===== config.mk =====
export PLATFORM = sky130hd
export DESIGN_NAME = mult_pipe_stream
export DESIGN_NICKNAME = d
export VERILOG_FILES = /design/src/rtl/mult_pipe_stream.sv
export SDC_FILE = /design/constraint.sdc
export NUM_CORES = 1
export LEC_CHECK = 0
export CAP_MARGIN = 40
export CORE_MARGIN = 1
export CORE_UTILIZATION = 50
export DETAILED_ROUTE_END_ITERATION = 8
export GPL_TIMING_DRIVEN = 0
export PLACE_DENSITY = 0.67
export SLEW_MARGIN = 0
export SYNTH_ARGS = -nofsm -noshare
export SYNTH_HDL_FRONTEND = slang
export SYNTH_SLANG_ARGS = --single-unit

===== constraint.sdc =====
create_clock -name clk -period 13.2 [get_ports clk]
set_input_delay 2.64 -clock clk [delete_from_list [all_inputs] [get_ports clk]]
set_output_delay 2.64 -clock clk [all_outputs]
set_load 0.1 [all_outputs]

===== src/rtl/mult_pipe_stream.sv =====
// mult_pipe_stream: pipelined signed/unsigned multiplier with valid/ready handshake and tag sideband
// Ports: clk, rst (sync, active-high); in_valid/in_ready/in_signed/multiplicand/multiplier/in_tag (operand beat);
//        out_valid/out_ready/product/out_tag (result beat); busy = any stage holds a valid op.
module mult_pipe_stream #(
  parameter int WIDTH = 8,
  parameter int LATENCY = 3,
  parameter int TAG_W = 4
) (
  input  logic                 clk,
  input  logic                 rst,
  input  logic                 in_valid,
  output logic                 in_ready,
  input  logic                 in_signed,
  input  logic [WIDTH-1:0]     multiplicand,
  input  logic [WIDTH-1:0]     multiplier,
  input  logic [TAG_W-1:0]     in_tag,
  output logic                 out_valid,
  input  logic                 out_ready,
  output logic [2*WIDTH-1:0]   product,
  output logic [TAG_W-1:0]     out_tag,
  output logic                 busy
);
  localparam int L = LATENCY;
  localparam int PW = 2 * WIDTH;
  logic [L-1:0] v_q, v_d;
  logic [L-2:0] mv;
  logic [WIDTH-1:0] a_q, a_d, b_q, b_d;
  logic s_q, s_d;
  logic [TAG_W-1:0] t0_q, t0_d;
  logic [L-1:1][PW-1:0] p_q, p_d;
  logic [L-1:1][TAG_W-1:0] t_q, t_d;
  logic [PW-1:0] ax, bx, mul;
  // Stage k advances when the output is taken or any later stage has a hole to collapse into.
  always_comb begin
    for (int k = 0; k < L - 1; k++) mv[k] = out_ready | ~&(v_q | ({L{1'b1}} >> (L - 1 - k)));
    in_ready = ~rst & (~v_q[0] | mv[0]);
    ax = s_q ? {{WIDTH{a_q[WIDTH-1]}}, a_q} : {{WIDTH{1'b0}}, a_q};
    bx = s_q ? {{WIDTH{b_q[WIDTH-1]}}, b_q} : {{WIDTH{1'b0}}, b_q};
    mul = ax * bx;
    v_d = v_q;
    a_d = a_q;
    b_d = b_q;
    s_d = s_q;
    t0_d = t0_q;
    p_d = p_q;
    t_d = t_q;
    if (in_ready) begin
      v_d[0] = in_valid;
      a_d = multiplicand;
      b_d = multiplier;
      s_d = in_signed;
      t0_d = in_tag;
    end
    if (mv[0]) begin
      v_d[1] = v_q[0];
      p_d[1] = mul;
      t_d[1] = t0_q;
    end
    for (int k = 1; k < L - 1; k++)
      if (mv[k]) begin
        v_d[k+1] = v_q[k];
        p_d[k+1] = p_q[k];
        t_d[k+1] = t_q[k];
      end
  end
  always_ff @(posedge clk)
    if (rst) begin
      v_q <= '0;
      a_q <= '0;
      b_q <= '0;
      s_q <= 1'b0;
      t0_q <= '0;
      p_q <= '0;
      t_q <= '0;
    end else begin
      v_q <= v_d;
      a_q <= a_d;
      b_q <= b_d;
      s_q <= s_d;
      t0_q <= t0_d;
      p_q <= p_d;
      t_q <= t_d;
    end
  assign out_valid = v_q[L-1];
  assign product = p_q[L-1];
  assign out_tag = t_q[L-1];
  assign busy = |v_q;
endmodule


* After elaboration in Yosys (flattened, before gate mapping)
Cells that the tools add are included.
Storage, ports and cells: flip-flop bits (word level) 64, latch bits 0, memory bits (writable) 0, bits in read-only memories 0, input port bits 25, output and inout bits 23, memories 0
Operators by class: add/subtract/negate cells 0, multiply operators 1, div/mod/pow operators 0, $lt $le $gt $ge 0, eq/ne operators 0, shift-type cells 0, multiplexer cells 2, bitwise operators 6, reduce and logical (&&, ||, !) cells 4
Operator list (count):
- 16-bit two-way mux | 2
- 16-bit by 16-bit multiplier with 16-bit output | 1
- 1-bit OR | 3
- 3-bit OR reduction | 1
- 1-bit logical NOT | 2
- 1-bit NOT | 2
- 2-bit AND reduction | 1
- 1-bit bitwise AND | 1

* Depth between registers and ports, before layout
Gate-level depths: netlist of the first run.
depth after elaboration 5, mapped depth 24

* Least setup slack after synthesis of the first run
Ideal clock, no wire load.
path kind input port to output port, start point input out_ready, end point output in_ready, arrival time 4469 ps, required time 10560 ps, path slack 6091 ps, stages 5, cell sequence nor2b_1 > and3_1 > clkbuf_1 > clkbuf_1 > nor2_1
On the way: longest elaborated chain between the ends 3
Ends and longest elaborated chain:
- start, declared | line 18 | input logic out_ready,
- 1-bit OR | line 35 | for (int k = 0; k < L - 1; k++) mv[k] = out_ready | ~&(v_q | ({L{1'b1}} >> (L - 1 - k)));
- 1-bit OR | line 36 | in_ready = ~rst & (~v_q[0] | mv[0]);
- 1-bit bitwise AND | line 36
- end, declared | line 12 | output logic in_ready,
No other way between the ends.

* Worst setup path after layout of the first run
Ends and elaborated chain as after synthesis.

==> results of run 1 <==
routing by layer:
layer	up-vias	track usage [%]	wire length, µm
met1	2420	32.18	6390
li1	2398	-	-
met4	0	6.126	168
met3	18	3.430	504
met5	-	0	0
met2	93	45.13	7251
placed cells by master, fill, tap and decap left out, types with 3 or more instances in the layout:
cell type,Yosys,final
sky130_fd_sc_hd__o21ai_0,6,6
sky130_fd_sc_hd__clkbuf_1,33,33
sky130_fd_sc_hd__xor2_1,4,4
sky130_fd_sc_hd__clkbuf_16,0,9
sky130_fd_sc_hd__buf_8,0,23
sky130_fd_sc_hd__o21bai_1,4,4
sky130_fd_sc_hd__inv_1,116,116
sky130_fd_sc_hd__nor3_1,4,4
sky130_fd_sc_hd__ha_1,54,54
sky130_fd_sc_hd__and3_1,8,8
sky130_fd_sc_hd__nand2b_1,4,4
sky130_fd_sc_hd__clkdlybuf4s50_1,0,47
sky130_fd_sc_hd__and2_1,56,56
sky130_fd_sc_hd__a21o_1,5,5
sky130_fd_sc_hd__buf_4,20,20
sky130_fd_sc_hd__dfxtp_1,64,64
sky130_fd_sc_hd__nand2_1,131,131
sky130_fd_sc_hd__xnor2_1,28,28
sky130_fd_sc_hd__nor2_1,18,18
sky130_fd_sc_hd__a21oi_1,68,68
sky130_fd_sc_hd__fa_1,69,69
sky130_fd_sc_hd__nand3_1,8,8
sky130_fd_sc_hd__a31oi_1,3,3
Yosys cell counts, types with 4 or more instances:
master	number
sky130_fd_sc_hd__fa_1	69
sky130_fd_sc_hd__nor3_1	4
sky130_fd_sc_hd__ha_1	54
sky130_fd_sc_hd__buf_4	20
sky130_fd_sc_hd__and2_1	56
sky130_fd_sc_hd__a21oi_1	68
sky130_fd_sc_hd__o21ai_0	6
sky130_fd_sc_hd__o21bai_1	4
sky130_fd_sc_hd__a21o_1	5
sky130_fd_sc_hd__and3_1	8
sky130_fd_sc_hd__xor2_1	4
sky130_fd_sc_hd__nand3_1	8
sky130_fd_sc_hd__xnor2_1	28
sky130_fd_sc_hd__nand2_1	131
sky130_fd_sc_hd__nor2_1	18
sky130_fd_sc_hd__nand2b_1	4
sky130_fd_sc_hd__inv_1	116
sky130_fd_sc_hd__dfxtp_1	64
sky130_fd_sc_hd__clkbuf_1	33
worst max-delay path, cell delays in order:
cell	delay, ns
sky130_fd_sc_hd__clkdlybuf4s50_1	0.41
sky130_fd_sc_hd__nor2b_1	0.30
sky130_fd_sc_hd__and3_1	0.20
sky130_fd_sc_hd__clkbuf_1	0.23
sky130_fd_sc_hd__clkbuf_1	0.42
sky130_fd_sc_hd__nor2_1	0.10
sky130_fd_sc_hd__clkdlybuf4s50_1	0.47
sky130_fd_sc_hd__buf_8	0.19
state kept, by name, indices dropped and copies added, names as in the netlist:
| register | cells |
|---|---|
| t0_q | 4 |
| v_q | 3 |
| product | 16 |
| s_q | 1 |
| b_q | 8 |
| p_q | 16 |
| out_tag | 4 |
| a_q | 8 |
| t_q | 4 |
power breakdown:
part | internal (mW) | switching (mW) | leakage, nW
combinational | 0.0771 | 0.111 | 2.81
clock | 0.177 | 0.0901 | 0.167
sequential | 0.208 | 0.0112 | 0.527
total | 0.462 | 0.212 | 3.50
area by class of cell:
type / count / area share, %
plain buffers: 56 / 4.088
clock buffers: 11 / 3.427
clock inverters: 5 / 1.170
inverters: 117 / 5.954
multi-input cells: 492 / 54.50
flip-flops and latches: 64 / 17.37
well taps: 143 / 2.426
repair buffers: 70 / 11.06
kinds of logic after synthesis:
| kind of cell | Yosys count |
|---|---|
| buffers and inverters | 173 |
| AO/OA/AOI/OAI | 97 |
| XOR/XNOR | 32 |
| AND/OR/NAND/NOR | 240 |
| adder cells (fa/ha/maj) | 123 |
| flip-flops | 64 |
per-stage QoR:
step                total power, mW  hold WS (ns)
floorplan                    0.3463        0.4321
global placement             0.3917        0.4400
detailed placement           0.4096        0.4447
CTS                          0.6758        0.4532
global route                 0.7056        0.4735
finish                       0.6744        0.4529
final timing paths:
check / from / endpoint / slack, ns / cells past startpoint
max: out_ready / in_ready / 5.59 / 8
min reg2reg: t0_q[3] / t0_q[3] / 0.45 / 2
min: t0_q[3] / t0_q[3] / 0.45 / 2
max reg2reg: a_q[1] / p_q[15] / 7.53 / 17
==> metrics.md, run 1 <==
| Metric | Value |
|---|---|
| Type of element capturing the critical path | output port |
| Crit Path Class | primary input to output port |
| Wire length after detailed routing | 14,320 µm |
| Violated checks | DRC |
| Violation count after the first detailed-routing iteration | 205 |
| Global-route wire length before repair | 25,120 µm |
| Die Ht | 111.9 µm |
| Initial antenna violation count | 0 |
| Leading register cell type out of synthesis | sky130_fd_sc_hd__dfxtp_1 |
| Synthesized cell area | 0.006042 mm² |
| Overflow left after global routing | 0 |
| Crit path setup slack, layout | 5.588 ns |
| Largest fanout on the critical path | 10 |
| Final setup TNS | 0 ns |
| Fin Clk Skew | 0.005669 ns |
| Total Routing Usage GR | 25.26% |
| Clock latency on the worst-skew pair | 0.33 ns |
| Fraction of layout instances using a drive strength above 1 | 8.098% |
| Site row count | 39 |
| Total vias in the final route | 4,929 |
| CTS tree | built |
| RSZ-0062 raised after global routing | no |
| Cell count after placement | 942 |
| Area share of the largest cell type after synthesis | 22.86% |
| Antenna viol nets, final | 0 |
| Pwr dens | 91.43 mW/mm² |
| Starting Density | 52.03% |
| Synthesized instance count | 729 |
| Proportion of synthesized area in mux cells | 0% |
| Detailed placement HPWL | 11,600 µm |
| Count of buffers added by post-CTS timing repair for setup | 0 |
| Final setup viols | 0 |
| DR WL/cell | 14.94 µm |
| Final Critical Period | 7.612 ns |
| Worst Hold Class | flip-flop to flip-flop |
| Number of violations of the max-capacitance limit | 0 |
| Drt pass-1 iters | 7 |
| Overall die width | 111.9 µm |
| Remaining DRCs | 1 |
| Post-synthesis cell type count | 41 |
| Peak Freq | 0.1314 GHz |
| CTS resizes | 0 |
| Worst slew pin tran | 0.6328 ns |
| Portion of the clock cycle consumed by the worst path in the final layout | 57.67% |
| Synth-to-Final Area Change | 22.07% |
| Count of fill cells added during filler insertion | 1,001 |
| Highest ir drop seen on vdd | 0.0001099 V |
| Area after DPL | 0.007037 mm² |
| Floorplan core area | 0.01161 mm² |
| Number of ports placed on the die boundary | 48 |
| Post-synthesis share of cell area spent on and, or, nand and nor gates | 18.62% |
| Synthesized area per cell | 8.288 µm² |
| Static leakage | 3.504 nW |
| Number of synthesized register bits | 64 |
| Xor/xnor cell area share of the yosys netlist | 4.639% |
| Data required, critical path | 10.56 ns |
| Maximum number of pins on one net before global-route repair | 13 |
| Multi-input gate area | 0.004020 mm² |
| Post-DR vias/cell | 5.145 |
| Number of slew-limit violations in the final report | 0 |
| Post-Route Utilization | 63.51% |
| Total number of clock tree sinks | 64 |
| Sequential cell area | 0.001281 mm² |
| Synth async-reset ratio | 0% |
| Worst slew slack as a fraction of its limit | 57.82% |
| Clock root buffer | sky130_fd_sc_hd__clkbuf_16 |
| # H-tree levels | 3 |
| Combinational family with the most area after synthesis | adder cells |
| Post-route non-filler standard cell count | 958 |
| Top area cells in the synthesized netlist | sky130_fd_sc_hd__fa_1 23%, sky130_fd_sc_hd__dfxtp_1 21%, sky130_fd_sc_hd__ha_1 11%, sky130_fd_sc_hd__nand2_1 8.1%, sky130_fd_sc_hd__inv_1 7.2% |
| Crit path launch type | primary input |
| Synthesized-area fraction occupied by ao, oa, aoi and oai cells | 9.236% |
| Total of buffers placed on input and output ports | 47 |
| Cts hold-fix bufs | 0 |
| Sequential element share of the synthesized area | 21.21% |
| Run status | finished, violations left |
| Place WS | 5.600 ns |
| Warnings from Yosys | 0 |
| Cell type with the highest aggregate area in the netlist | sky130_fd_sc_hd__fa_1 |
| Die Footprint | 0.01253 mm² |
| Post-synthesis net count | 877 |
| Maximum buffer depth of the clock tree | 2 |
| Antenna fix cells | 0 |
| Routability congestion estimate | 0.8611 |
| Post-layout nets | 958 |
| Final design area excluding fillers | 0.007376 mm² |
| Worst Path Arrival | 4.97 ns |
| Total CTS buffers | 9 |
| Clock transition at path regs | 0.05 ns |
| Hold Vio Cnt, Final | 0 |
| Number of synthesized flops with an enable pin | 0 |
| Number of global-route vias before repair | 5,224 |
| Adder and majority gate portion of the synthesized area | 34.04% |
Power figures use the tool's default switching activity.
==> inputs of run 2 (changes only) <==
==> constraint.sdc (replaced) <==
create_clock -name clk -period 7.3 [get_ports clk]
set_input_delay 1.46 -clock clk [delete_from_list [all_inputs] [get_ports clk]]
set_output_delay 1.46 -clock clk [all_outputs]
set_load 0.1 [all_outputs]
==> results of run 2 <==
Same layout as run 1 (identical final DEF). Status: finished, violations left: DRC.
Among the figures that moved: setup slack after placement 5.600 ns -> 1.646 ns; clock-pin slew on the worst setup and hold paths 0.05 ns -> 0.06 ns; setup slack after layout 5.588 ns -> 1.625 ns; start point of the critical path out_ready -> a_q[1]; end point of the critical path in_ready -> p_q[15]; register-to-register setup slack 7.53 ns -> 1.63 ns; total power 0.6744 mW -> 1.219 mW; worst IR drop on VDD 0.0001099 V -> 0.0001987 V
==> patch, RTL diff (config.mk and constraints of run 1) <==
Make the reset (`rst`) asynchronous in one clocked block.
--- a/src/rtl/mult_pipe_stream.sv
+++ b/src/rtl/mult_pipe_stream.sv
@@ -65,3 +65,3 @@
   end
-  always_ff @(posedge clk)
+  always_ff @(posedge clk or posedge rst)
     if (rst) begin
Check against the original RTL: not equivalent (Yosys sat finds a counterexample within 4 cycles, from zero or initial values and one cycle with rst high; the reset may be asserted at any time).
==> patch against run 1 <==
Sequential cell count stayed put. Wire length is 13% lower. Clock skew is 0.0016 ns higher. Die area is 2.3% higher. Synthesized cell count is 9.7% lower. Cell count is 6.9% lower. Non-clock buffer count is 13 lower. Area after synthesis is 2.3% higher. Cell area is 2.2% higher. Setup slack worse by 0.23 ns. First-iteration DRC count is 13% higher. Critical endpoint unchanged. Highest routed layer unchanged.
Power is not shown: default switching activity piles up to over one toggle a cycle in this logic, so the estimate is an artifact.
==> patch: results (changes against run 1) <==
hold path cells: 2 (unchanged)
DPL Wire Length: 10100 um (was 11600 um)
Critical R2R Capture: p_q[15] (unchanged)
antenna violations before repair: 0 (unchanged)
gpl congestion: 0.883 (was 0.861)
Yosys top cell by area: dfrtp_1 (was fa_1)
Post-CTS Setup Bufs: 0 (unchanged)
initial DRC count: 232 (was 205)
Post-Syn Nets: 806 (was 877)
FF-to-FF Start: a_q[2] (was a_q[1])
nets: 888 (was 958)
share of cells above drive strength 1: 11.7% (was 8.10%)
largest net degree at the start of global routing: 39 (was 13)
synth cell count leaders: nand2_1 (118), inv_1 (117), fa_1 (69) (was nand2_1 (131), inv_1 (116), fa_1 (69))
HP Class: reg -> reg (unchanged)
sequential element share of the synthesized area: 25.9% (was 21.2%)
hold path endpoint: product[11] (was t0_q[3])
Root Driver: clkbuf_16 (unchanged)
Worst-path clk slew: 0.05 ns (about the same)
worst path arrival time: 5.20 ns (was 4.97 ns)
skew final: 0.00724 ns (was 0.00567 ns)
r2r setup slk: 7.36 ns (was 7.53 ns)
status: finished, final reports clean (was finished with violations)
hold_sp: product[11] (was t0_q[3])
Critical path origin: out_ready (unchanged)
via/cell ratio: 4.95 (was 5.15)
main area contributors after synthesis: dfrtp_1 (26%), fa_1 (22%), ha_1 (11%), nand2_1 (7.2%), inv_1 (7.1%) (was fa_1 (23%), dfxtp_1 (21%), ha_1 (11%), nand2_1 (8.1%), inv_1 (7.2%))
Clock Path Buffers: 2 (unchanged)
depth of the CTS H-tree: 3 (unchanged)
first-pass GRT wire length: 21900 um (was 25100 um)
drt first pass iters: 4 (was 7)
warnings from Yosys: 0 (unchanged)
GRT Total Usage: 21.8% (was 25.3%)
Post-synth ARST share: 100% (was 0%)
fillcell total: 1006 (was 1001)
max-cap violation count: 0 (unchanged)
Total Routed Length: 12400 um (was 14300 um)
Worst Reg-to-Reg Cells: 19 (was 17)
Synth cell types: 36 (was 41)
vias in the first global route: 4741 (was 5224)
Slew headroom: 53.6% (was 57.8%)
[patch: cell types whose count changed after synthesis, sizes merged, moves of 3 or more]
cell,change
dfrtp,+64
dfxtp,-64
a21oi,-55
mux2,+22
clkbuf,-14
nand2,-13
nand3,-6
o21ai,+6
nand2b,+4
nor3,-4
o21a,+4
xor2,+4
nor2,-3
xnor2,-3
[patch: per-layer routing]
layer / wire (um) / track usage, % / part of all wire, %
met5: 0 / 0 / 0
met4: 312 / 7.81 / 2.5
met3: 473 / 4.12 / 3.8
met2: 6340 / 39.0 / 51
met1: 5300 / 26.3 / 43
[patch: cell families after synthesis]
group / after synthesis / share of synthesized area, %
AOI/OAI and AO/OA: 46 / 4.84
and+or+nand+nor: 210 / 15.9
buffers and inverters: 159 / 10.9
DFF: 64 / 25.9
muxes: 22 / 4.01
xor gates and xnor gates: 34 / 5.16
adders and majority gates: 123 / 33.3
[patch: stage by stage]
stage | cells | cell area [um2] | hold slack, ns | setup slack [ns] | utilization, %
final | 892 | 7530 | 0.462 | 5.36 | 62.7
after floorplan | 658 | 6180 | 0.439 | 6.77 | -
after CTS | 892 | 7530 | 0.468 | 5.35 | 62.7
after detailed placement | 876 | 7200 | 0.457 | 5.36 | 59.9
after global routing | 892 | 7530 | 0.486 | 5.24 | 62.7
after global placement | 852 | 6840 | 0.451 | 4.97 | 56.9
[patch: area by class of cell]
class | count | share of cell area [%]
plain buffers | 42 | 3.14
clock buffers | 14 | 3.64
clock inverters | 2 | 0.797
inverters | 117 | 5.83
multi-input cells | 435 | 51.8
flip-flops and latches | 64 | 21.3
well taps | 147 | 2.44
repair buffers | 71 | 11.1
[patch: worst max-delay path by stage]
stage / end / slack (ns) / depth (start not counted)
2_1_floorplan: in_ready / 6.77 / 4
3_3_place_gp: in_ready / 4.97 / 6
3_5_place_dp: in_ready / 5.36 / 7
4_1_cts: in_ready / 5.35 / 7
5_1_grt: in_ready / 5.24 / 7
6_report: in_ready / 5.36 / 7
[patch: critical path, cell delays in order]
cell	delay, ns
clkdlybuf4s50_1	0.47
nand2b_1	0.18
nor2_1	0.15
a21oi_1	0.60
buf_2	0.37
clkdlybuf4s50_1	0.57
buf_8	0.20
